## src/rtl/config_int_add_clk_gate.sv

```systemverilog
// Configurable-precision adder: low operand bits sit in a clock-gated bank, reg_en picks exact/approx.
// Optional build macro GATED_ZERO_EN forces gated LSBs to zero at the adder while the bank is gated.

module config_int_add_clk_gate_cg (
  input  logic clk,
  input  logic en,
  output logic gclk
);

  logic en_l;

  // Transparent while clk is low so en_l is frozen during the high phase: no gclk glitches.
  always_latch begin
    if (!clk) en_l = en;
  end

  assign gclk = clk & en_l;

endmodule

module config_int_add_clk_gate #(
  parameter int unsigned DATA_PATH_BITWIDTH = 32,
  parameter int unsigned CLKGATED_BITWIDTH  = 16
) (
  input  logic                          clk,
  input  logic                          rst,
  input  logic                          reg_en,
  input  logic [DATA_PATH_BITWIDTH-1:0] a,
  input  logic [DATA_PATH_BITWIDTH-1:0] b,
  output logic [DATA_PATH_BITWIDTH-1:0] c
);

  localparam int unsigned W = DATA_PATH_BITWIDTH;
  localparam int unsigned G = CLKGATED_BITWIDTH;

  logic         gclk;
  logic [G-1:0] a_lo_q, b_lo_q;
  logic [G-1:0] a_lo_sum, b_lo_sum;
  logic [W-1:0] a_full, b_full;
  logic [W-1:0] c_q;

  config_int_add_clk_gate_cg u_cg (
    .clk  (clk),
    .en   (reg_en),
    .gclk (gclk)
  );

  always_ff @(posedge gclk or negedge rst) begin
    if (!rst) begin
      a_lo_q <= '0;
      b_lo_q <= '0;
    end else begin
      a_lo_q <= a[G-1:0];
      b_lo_q <= b[G-1:0];
    end
  end

`ifdef GATED_ZERO_EN
  // Travels with the operands so a reg_en change never alters data already in stage 1.
  logic lo_valid_q;

  always_ff @(posedge clk or negedge rst) begin
    if (!rst) begin
      lo_valid_q <= 1'b0;
    end else begin
      lo_valid_q <= reg_en;
    end
  end

  assign a_lo_sum = lo_valid_q ? a_lo_q : '0;
  assign b_lo_sum = lo_valid_q ? b_lo_q : '0;
`else
  assign a_lo_sum = a_lo_q;
  assign b_lo_sum = b_lo_q;
`endif

  if (G < W) begin : gen_hi
    logic [W-G-1:0] a_hi_q, b_hi_q;

    always_ff @(posedge clk or negedge rst) begin
      if (!rst) begin
        a_hi_q <= '0;
        b_hi_q <= '0;
      end else begin
        a_hi_q <= a[W-1:G];
        b_hi_q <= b[W-1:G];
      end
    end

    assign a_full = {a_hi_q, a_lo_sum};
    assign b_full = {b_hi_q, b_lo_sum};
  end else begin : gen_no_hi
    assign a_full = a_lo_sum;
    assign b_full = b_lo_sum;
  end

  always_ff @(posedge clk or negedge rst) begin
    if (!rst) begin
      c_q <= '0;
    end else begin
      c_q <= a_full + b_full;
    end
  end

  assign c = c_q;

endmodule

```

## config.mk

```make
export PLATFORM = sky130hd
export DESIGN_NAME = config_int_add_clk_gate
export DESIGN_NICKNAME = d
export VERILOG_FILES = /design/src/rtl/config_int_add_clk_gate.sv
export SDC_FILE = /design/constraint.sdc
export NUM_CORES = 1
export LEC_CHECK = 0
export BUFFER_PORTS_ARGS = -buffer_cell sky130_fd_sc_hd__buf_4
export CAP_MARGIN = 20
export CELL_PAD_IN_SITES_DETAIL_PLACEMENT = 1
export CELL_PAD_IN_SITES_GLOBAL_PLACEMENT = 1
export CORE_MARGIN = 5
export CORE_UTILIZATION = 30
export CTS_BUF_LIST = sky130_fd_sc_hd__clkbuf_16
export CTS_CLUSTER_SIZE = 28
export DETAILED_ROUTE_END_ITERATION = 10
export PLACE_DENSITY = 0.64
export SETUP_SLACK_MARGIN = 0.5
export SYNTH_ARGS = -nofsm -noshare
export SYNTH_HDL_FRONTEND = slang
export SYNTH_SLANG_ARGS = --single-unit
```

## constraint.sdc

```tcl
create_clock -name clk -period 2.8 [get_ports clk]
set_clock_uncertainty 0.05 [all_clocks]
set_input_delay 0.14 -clock clk [delete_from_list [all_inputs] [get_ports clk]]
set_output_delay 0.14 -clock clk [all_outputs]
set_load 0.1 [all_outputs]
```

==> key figures, run 1 <==
Outcome
  – Status: finished, final reports clean

Routing
  – DR iter-0 viols: approximately 120
  – Final Routed Wirelength: between 10000 and 15000 um
  – TritonRoute pass-1 iters: 4
  – Vias per cell: 4.55
  – DRT antenna net count: 0
  – DR WL/cell: approximately 16 um
  – Vias: ~3.2k
  – DR DRC count: 0

Finish
  – Area of the multi-input gates: between 0.0015 and 0.002 mm^2
  – Filler instances: between 1k and 1.5k
  – Net count reported at finish: slightly above 600
  – Register cell area after layout: between 0.002 and 0.0025 mm^2
  – Finished Layout Cells: between 600 and 700
  – P&R area growth vs syn: 62.2%
  – Diode count: 0
  – Share of layout cells above drive strength 1: 36.2%

Floorplan
  – Std-Cell Rows: 42
  – Core region area: between 0.01 and 0.015 mm^2
  – Initial Util: 30.5%
  – Die Y: ~130 um
  – Die ar.: ~0.016 mm^2
  – Die Wd: between 100 and 150 um
  – # IOs: just under 100

Synth
  – Top-area cell type share of the netlist area: 59.7%
  – Synth unique cells: 48
  – Area contributors post-synth: dfrtp_1 (60%), ha_1 (9.6%), xnor2_1 (4.4%)
  – Ys flop type: dfrtp_1
  – Synth area leader: dfrtp_1
  – Top post-synthesis cells by count: dfrtp_1 (96), a21oi_1 (32), ha_1 (31)
  – Syn Nets: approximately 420
  – Cells after Synth: 319
  – Flops & latches, synth: 97
  – Asr flop ratio synth: slightly below 100%
  – EDFF count, synth: 0
  – Synth warn: 0
  – Post-Syn Area per Cell: around 13 um^2
  – Most common cell in the netlist: dfrtp_1
  – Cell Area, Synth: just over 0.004 mm^2

CTS
  – Clock slew at reported path FFs: 50 ps
  – Worst-Skew Late Latency: around 660 ps
  – CTS tree: done

GRT
  – First-pass GRT wire length: approximately 18000 um
  – Largest net degree at the start of global routing: 84
  – Initial antenna violation count: 0
  – Vias in the first global route: between 3k and 4k
  – All-Layer GR Usage: 14.7%
  – GR Overflow Total: 0

Timing
  – Tcrit/Tclk final: a little over nine tenths
  – Worst slew pin tran: roughly 450 ps
  – Slew Viols, Final: 0
  – Setup ws final: ~95 ps
  – Hold Violations, Final: 0
  – Worst slew margin: 70.3%
  – Fmax: roughly 370 MHz
  – RSZ-0062 raised after global routing: true
  – Final setup violation count: 0
  – Final min period: about 2700 ps

Job
  – Max Cap Viol: 0

Worst hold path
  – HP Start: a[13]
  – Hold Crit Class: primary input to flip-flop
  – Hold path cells: 2
  – Hold Crit Endpoint: a_lo_q[13]$_DFF_PN0_

Worst setup path
  – R2R Setup Slk: roughly 95 ps
  – Worst R2R Start: a_lo_q[0]$_DFF_PN0_
  – Worst setup path category: flip-flop to flip-flop
  – Crit. End Element: flip-flop
  – CP max-delay cell: dfrtp_1
  – CP arrival: 3130 ps
  – CP max FO: 4
  – Worst stage delay on the critical path: 370 ps
  – Reg2reg end: c[16]$_DFF_PN0_
  – CP Cell Sequence: ha_2, fa_2, a21o_1, a221oi_2, a221o_2, buf_4, o21ai_2, a21boi_2, o21ai_4, a21boi_2, xnor2_1
  – Startpoint class of the critical path: flip-flop
  – Data required, critical path: 3230 ps
  – Cells on worst reg2reg path: 11
  – Most frequent CP cell: a21boi_2

Power
  – VDD IR max: 0.000334 V
  – LEAKAGE: 2.95 nW
  – Power Dens Cells: roughly 700 mW/mm^2

Place
  – RD Place Congestion: 0.779
  – # port buffers: 98
  – Pre-CTS WS: about 200 ps
  – Final HPWL DP: ~7500 um
  – Placed Cells: ~590
cells by family after synthesis:
logic type      after synthesis  synth area share [%]
xor+xnor                     29                  6.31
fa+ha+maj                    32                  10.1
compound gates               94                  15.3
simple gates                 55                  6.96
buf+inv                      12                  1.24
flops                        96                  59.7
latches                       1                 0.373
worst max-delay path, delay by kind of cell, from the launching register on:
kind	cells	cell delay, ps
flip-flops	1	370
XOR/XNOR	1	130
AO/OA/AOI/OAI	7	1330
buffers and inverters	1	120
adder cells (fa/ha/maj)	2	530
metrics by stage:
stage	instance area [um^2]	hold WS (ps)	util, %	power (mW)	setup TNS [ps]
floorplan	4030	-206	-	2.50	0
global placement	4980	179	37.8	2.88	0
detailed placement	4980	178	37.8	2.89	0
CTS	6290	53.7	47.7	4.56	0
global route	6530	59.2	49.5	4.77	-0.363
finish	6530	73.7	49.5	4.56	0
flip-flops by register name (all words and copies together), names as in the netlist:
name	flops
b_lo_q	16
a_lo_q	16
u_cg.en_l	1
c	32
gen_hi.a_hi_q	16
gen_hi.b_hi_q	16
worst max-delay path by stage:
| stage | from | end | slack (ps) | cells after the start |
|---|---|---|---|---|
| finish | a_lo_q[0]$_DFF_PN0_ | c[16]$_DFF_PN0_ | 100 | 11 |
| floorplan | a_lo_q[0]$_DFF_PN0_ | c[30]$_DFF_PN0_ | 360 | 10 |
| global route | a_lo_q[0]$_DFF_PN0_ | c[30]$_DFF_PN0_ | -0.4 | 10 |
| global placement | a_lo_q[9]$_DFF_PN0_ | c[25]$_DFF_PN0_ | 190 | 9 |
| detailed placement | a_lo_q[0]$_DFF_PN0_ | c[16]$_DFF_PN0_ | 200 | 10 |
| CTS | a_lo_q[0]$_DFF_PN0_ | c[30]$_DFF_PN0_ | 130 | 10 |
layer usage:
| layer | vias up | global-route usage [%] | wire [um] |
|---|---|---|---|
| met3 | 21 | 5.12 | 587 |
| met4 | 0 | 6.06 | 212 |
| met1 | 1546 | 16.8 | 4520 |
| met5 | - | 0 | 0 |
| met2 | 77 | 25.3 | 5830 |
| li1 | 1526 | - | - |
power by group:
group          total (mW)  internal, mW  switching [mW]
Combinational        1.62         0.478            1.14
Sequential           1.39          1.33          0.0594
Clock                1.56          1.04           0.521
Total                4.56          2.84            1.72
layout by cell type (no fill, tap or decap), types with 4 or more instances in the layout:
cell type and instances:
a21o_1 12, a21oi_1 23, a21oi_2 8, buf_4 113
clkbuf_16 18, dfrtp_1 96, dlygate4sd3_1 67, ha_1 20
ha_2 8, inv_1 8, nand2_1 11, nand2b_1 4
nand3_1 7, nand4_1 5, nor2_1 8, o21a_1 4
o21ai_0 9, o21ai_1 4, o21ai_2 5, xnor2_1 20
xor2_1 9
layout make-up:
cell class,instances,area share [%]
well taps,176,3.37
repair buffers,181,23.7
multi-input cells,210,27.7
clock inverters,7,0.901
flip-flops and latches,97,37.1
clock buffers,18,6.90
inverters,7,0.403
what timing repair did:
action,CTS,global route
gates cloned,0,0
setup buffers,4,8
hold buffers,66,1
gates resized for setup,22,35
endpoints found under the hold margin,147,4
endpoints found under the setup margin,20,19
pin swaps,11,11
No activity file was read; power rests on OpenSTA's default activity.
==> run 2, diff against run 1 <==
- ABC_AREA: unset -> 1
- GPL_TIMING_DRIVEN: unset -> 0
- PLACE_DENSITY: 0.64 -> 0.66
==> key figures, run 2 <==
Outcome
  – Status: finished, final reports clean

Floorplan
  – Die Y: 137 um (+8.6%)
  – Die Wd: 137 um (+8.6%)
  – # IOs: 99 (unchanged)
  – Die ar.: 0.0187 mm^2 (+18%)
  – Std-Cell Rows: 46 (+9.5%)
  – Initial Util: 30.4% (-0.13 points)
  – Core region area: 0.0158 mm^2 (+20%)

Routing
  – TritonRoute pass-1 iters: 4 (unchanged)
  – DRT antenna net count: 0 (unchanged)
  – DR iter-0 viols: 149 (+30%)
  – Vias per cell: 4.28 (-6.1%)
  – Final Routed Wirelength: 14000 um (+26%)
  – DR DRC count: 0 (unchanged)
  – DR WL/cell: 13.6 um (-15%)
  – Vias: 4408 (+39%)

Synth
  – Most common cell in the netlist: nand2_1
  – EDFF count, synth: 0 (unchanged)
  – Synth area leader: dfrtp_1
  – Top post-synthesis cells by count: nand2_1 (222), inv_1 (110), dfrtp_1 (96)
  – Area contributors post-synth: dfrtp_1 (50%), nand2_1 (17%), inv_1 (8.6%)
  – Ys flop type: dfrtp_1
  – Post-Syn Area per Cell: 8.11 um^2 (-36%)
  – Asr flop ratio synth: 99.0% (unchanged)
  – Flops & latches, synth: 97 (unchanged)
  – Synth warn: 0 (unchanged)
  – Top-area cell type share of the netlist area: 49.9% (-9.7 points)
  – Synth unique cells: 22 (-54%)
  – Syn Nets: 692 (+66%)
  – Cell Area, Synth: 0.00481 mm^2 (+19%)
  – Cells after Synth: 593 (+86%)

Timing
  – Worst slew pin tran: 863 ps (+417 ps)
  – Hold_ws: 70.9 ps (-2.84 ps)
  – Worst slew margin: 42.5% (-28 points)
  – RSZ-0062 raised after global routing: true
  – Final setup violation count: 0 (unchanged)
  – Hold Violations, Final: 0 (unchanged)
  – Slew Viols, Final: 0 (unchanged)
  – Setup tns final: 0 ps (unchanged)

Worst setup path
  – Cells on worst reg2reg path: 12 (+1)
  – Worst setup path category: latch to clock gate
  – Reg2reg end: c[28]$_DFF_PN0_
  – Worst R2R Start: a_lo_q[0]$_DFF_PN0_
  – CP arrival: 2450 ps (-680 ps)
  – Startpoint class of the critical path: latch
  – R2R Setup Slk: 650 ps (+550 ps)
  – Data required, critical path: 2960 ps (-270 ps)
  – CP max FO: 1 (-3)
  – CP Depth: 0 (-11)
  – Crit. End Element: clock gate

Place
  – # port buffers: 98 (unchanged)
  – Final HPWL DP: 10000 um (+33%)
  – RD Place Congestion: 0.859 (+10%)

Finish
  – Share of layout cells above drive strength 1: 18.8% (-17 points)
  – Diode count: 0 (unchanged)
  – Commonest non-fill, non-tap cells in the layout: nand2_1 (222), inv_1 (141), buf_4 (97)
  – Most common cell after layout, fill and taps aside: nand2_1
  – Filler instances: 1922 (+42%)
  – Net count reported at finish: 907 (+48%)
  – Max reg flops: 32 (unchanged)
  – P&R area growth vs syn: 48.9%

CTS
  – Clock slew at reported path FFs: 50 ps (about the same)
  – Worst-Skew Late Latency: 670 ps (about the same)
  – CTS tree: done
  – Setup bufs post-CTS: 0 (-4)

GRT
  – Grt peak-use layer: met2
  – Vias in the first global route: 5024 (+38%)
  – M2 GR Usage: 27.9% (+2.6 points)
  – Largest net degree at the start of global routing: 97 (+15%)
  – All-Layer GR Usage: 16.5% (+1.8 points)
  – Initial antenna violation count: 0 (unchanged)
  – GR Overflow Total: 0 (unchanged)
  – Grt met1 use: 19.0% (+2.3 points)
  – Met3 Usage GRT: 4.93% (-0.20 points)
  – First-pass GRT wire length: 23500 um (+29%)

Job
  – Max Cap Viol: 0 (unchanged)

Power
  – Power Dens Cells: 672 mW/mm^2 (-3.7%)
  – LEAKAGE: 4.13 nW (+40%)
  – VDD IR max: 0.000509 V (+53%)

Worst hold path
  – HP Start: b[4]
  – Hold path cells: 2 (unchanged)
  – Hold Crit Endpoint: b_lo_q[4]$_DFF_PN0_
  – Hold Crit Class: primary input to flip-flop
-- run 2: changes by cell type after synthesis, sizes merged, moves of 4 or more --
cell,previous run,this run
xor2,9,14
a21oi,32,20
nor2,9,40
o21ai,20,0
and2,4,0
nand2,15,236
o21a,4,0
inv,7,113
xnor2,20,2
nand2b,4,0
a21o,12,1
nand3,7,27
-- run 2: power breakdown --
group	internal (mW)	total, mW	switching, mW
sequential	1.32	1.36	0.0479
combinational	0.406	1.52	1.12
clock	1.23	1.93	0.692
-- run 2: worst max path at each step --
stage,slack [ps],end,from
5_1_grt,490,clock gate,u_cg.en_l$_DLATCH_N_
3_5_place_dp,720,c[28]$_DFF_PN0_,a_lo_q[0]$_DFF_PN0_
6_report,510,clock gate,u_cg.en_l$_DLATCH_N_
3_3_place_gp,720,c[28]$_DFF_PN0_,a_lo_q[0]$_DFF_PN0_
4_1_cts,490,clock gate,u_cg.en_l$_DLATCH_N_
2_1_floorplan,980,clock gate,u_cg.en_l$_DLATCH_N_
-- run 2: layout make-up --
class,instances,area (um^2),area share [%]
multi-input cells,383,1970,27.5
inverters,112,420,5.87
clock buffers,18,450,6.29
clock inverters,41,233,3.25
well taps,216,270,3.77
repair buffers,164,1400,19.6
flip-flops and latches,97,2420,33.8
-- run 2: cell families after synthesis --
| kind of cell | after synthesis | share of synthesized area (%) |
|---|---|---|
| and+or+nand+nor | 312 | 26.9 |
| buffers and inverters | 113 | 8.82 |
| DFF | 96 | 49.9 |
| adders and majority gates | 32 | 8.48 |
| AOI/OAI and AO/OA | 23 | 2.63 |
| xor gates and xnor gates | 16 | 2.91 |
| latches | 1 | 0.312 |
-- run 2: repair_timing --
action,4_1_cts,5_1_grt
hold buffers,66,0
gates resized for setup,1,0
endpoints found under the setup margin,1,1
endpoints found under the hold margin,161,0
-- run 2: per-stage QoR --
stage                     worst slack, ps  utilization (%)  instances  total power, mW  area [um^2]
after floorplan                       983                -        593             2.47         4810
after global placement                721             36.7        907             2.86         5820
after detailed placement              716             36.7        907             2.88         5820
after CTS                             493             45.2       1031             4.88         7160
after global routing                  491             45.2       1031             5.07         7160
final                                 513             45.2       1031             4.81         7160
-- run 2: routing by layer --
layer	vias up	share of wire, %
met3	21	4.8
met5	-	0
met1	2096	43
li1	2206	-
met2	85	50
met4	0	2.1
==> run 3, diff against run 2 <==
- PLACE_DENSITY: 0.66 -> 0.69
- clock period: 2.8 -> 2 ns (I/O delays scaled with it)
==> key figures, run 3 (synthesis results as in run 2) <==
Worst setup path
  – Startpoint class of the critical path: flip-flop
  – Data required, critical path: 2400 ps (-560 ps)
  – CP max FO: 4 (+3)
  – Worst setup path category: flip-flop to flip-flop
  – CP arrival: 2380 ps (-70 ps)
  – Crit. End Element: flip-flop
  – R2R Setup Slk: 20 ps (-630 ps)

Outcome
  – Status: finished, final reports clean

Timing
  – Setup tns final: 0 ps (unchanged)
  – Final min period: between 1500 and 2000 ps
  – RSZ-0062 raised after global routing: true
  – Final setup violation count: 0 (unchanged)
  – Fmax: between 500 and 600 MHz
  – Slew Viols, Final: 0 (unchanged)
  – Worst slew margin: 61.4% (+19 points)
  – Worst slew pin tran: 578 ps (-285 ps)
  – Tcrit/Tclk final: roughly 99%
  – Hold Violations, Final: 0 (unchanged)

GRT
  – GR Overflow Total: 0 (unchanged)
  – Vias in the first global route: 5399 (+7.5%)
  – Initial antenna violation count: 0 (unchanged)
  – First-pass GRT wire length: 25700 um (+9.0%)
  – Largest net degree at the start of global routing: 97 (unchanged)
  – All-Layer GR Usage: 17.9% (+1.4 points)

Floorplan
  – Die Wd: 137 um (unchanged)
  – Die ar.: 0.0187 mm^2 (unchanged)
  – Std-Cell Rows: 46 (unchanged)
  – Initial Util: 30.4% (unchanged)
  – # IOs: 99 (unchanged)
  – Core region area: 0.0158 mm^2 (unchanged)
  – Die Y: 137 um (unchanged)

CTS
  – Clock slew at reported path FFs: 70 ps (+20 ps)
  – CTS tree: done
  – Worst-Skew Late Latency: 700 ps (+30 ps)

Power
  – LEAKAGE: 4.47 nW (+8.2%)
  – VDD IR max: 0.000377 V (-26%)
  – Power Dens Cells: 861 mW/mm^2 (+28%)

Finish
  – Share of layout cells above drive strength 1: 37.7% (+19 points)
  – P&R area growth vs syn: 71.3%
  – Most common cell after layout, fill and taps aside: nand2_1
  – Core Util, Final: 52.0% (+6.8 points)
  – Diode count: 0 (unchanged)
  – Register cell area after layout: 0.00242 mm^2 (about the same)
  – Max reg flops: 32 (unchanged)
  – Filler instances: 1791 (-6.8%)
  – Area of the multi-input gates: 0.00278 mm^2 (+41%)
  – Net count reported at finish: 937 (+3.3%)
  – Commonest non-fill, non-tap cells in the layout: nand2_1 (165), inv_1 (132), buf_4 (118)

Routing
  – DR iter-0 viols: 154 (+3.4%)
  – DR DRC count: 0 (unchanged)
  – Vias: 4711 (+6.9%)
  – TritonRoute pass-1 iters: 4 (unchanged)
  – DR WL/cell: 16.8 um (+23%)
  – Vias per cell: 4.44 (+3.8%)
  – Final Routed Wirelength: 17900 um (+27%)
  – DRT antenna net count: 0 (unchanged)

Place
  – Final HPWL DP: 10300 um (+3.0%)
  – RD Place Congestion: 0.853 (-0.71%)
  – # port buffers: 98 (unchanged)

Job
  – Max Cap Viol: 0 (unchanged)

Worst hold path
  – Hold Crit Class: primary input to flip-flop
[run 3: report_power, final]
part           internal (mW)  switching [mW]
registers               1.84          0.0924
clock network           1.59           0.993
logic                  0.793            1.79
total                   4.22            2.87
[run 3: final cells by class]
cell class | count | area share (%)
Timing Repair Buffer | 194 | 20.4
Multi-Input combinational cell | 383 | 33.7
Clock inverter | 42 | 2.51
Tap cell | 216 | 3.28
Sequential cell | 97 | 29.4
Inverter | 112 | 5.22
Clock buffer | 18 | 5.47
[run 3: critical path, stage by stage (launching register included)]
cell,delay [ps]
dfrtp_1,390
ha_4,180
fa_2,390
nand3_2,80
nand3_2,80
nand2_2,90
nand2_4,70
buf_4,150
xor2_1,280
[run 3: path summary, 6_finish.rpt]
kind | from | end | cells past startpoint
setup / recovery | b_lo_q[0]$_DFF_PN0_ | c[8]$_DFF_PN0_ | 8
hold / removal | a[6] | a_lo_q[6]$_DFF_PN0_ | 2
setup reg to reg | b_lo_q[0]$_DFF_PN0_ | c[8]$_DFF_PN0_ | 8
hold reg to reg | gen_hi.b_hi_q[15]$_DFF_PN0_ | c[31]$_DFF_PN0_ | 3
max in group gated | u_cg.en_l$_DLATCH_N_ | clock gate | 0
max in group asynchronous | rst | c[22]$_DFF_PN0_ | 4
min in group asynchronous | rst | a_lo_q[6]$_DFF_PN0_ | 3
min in group gated | u_cg.en_l$_DLATCH_N_ | clock gate | 0
[run 3: stage by stage]
stage          hold slack, ps  cell area [um^2]  setup slack (ps)  power [mW]  cells
6_report                 10.3              8240              19.8        7.09   1062
5_1_grt                 -2.92              8240             -9.92        7.44   1062
4_1_cts                  11.9              7720               100        6.90   1046
3_5_place_dp              160              6010              36.5        4.10    907
3_3_place_gp              160              6010              58.0        4.06    907
2_1_floorplan            -246              5000               281        3.51    593
[run 3: repair_timing]
item | CTS | global route
hold buffers | 66 | 1
setup buffers | 14 | 14
endpoints found under the hold margin | 161 | 20
gates resized for setup | 77 | 94
setup endpoints to repair | 28 | 31
pin swaps | 40 | 51
[run 3: routing by layer]
metal	vias to the layer above	track usage (%)	wire, um	part of all wire, %
met2	116	31.3	9600	54
met1	2288	20.3	6900	39
met5	-	0	0	0
met4	0	8.01	583	3.3
li1	2263	-	-	-
met3	44	5.07	766	4.3
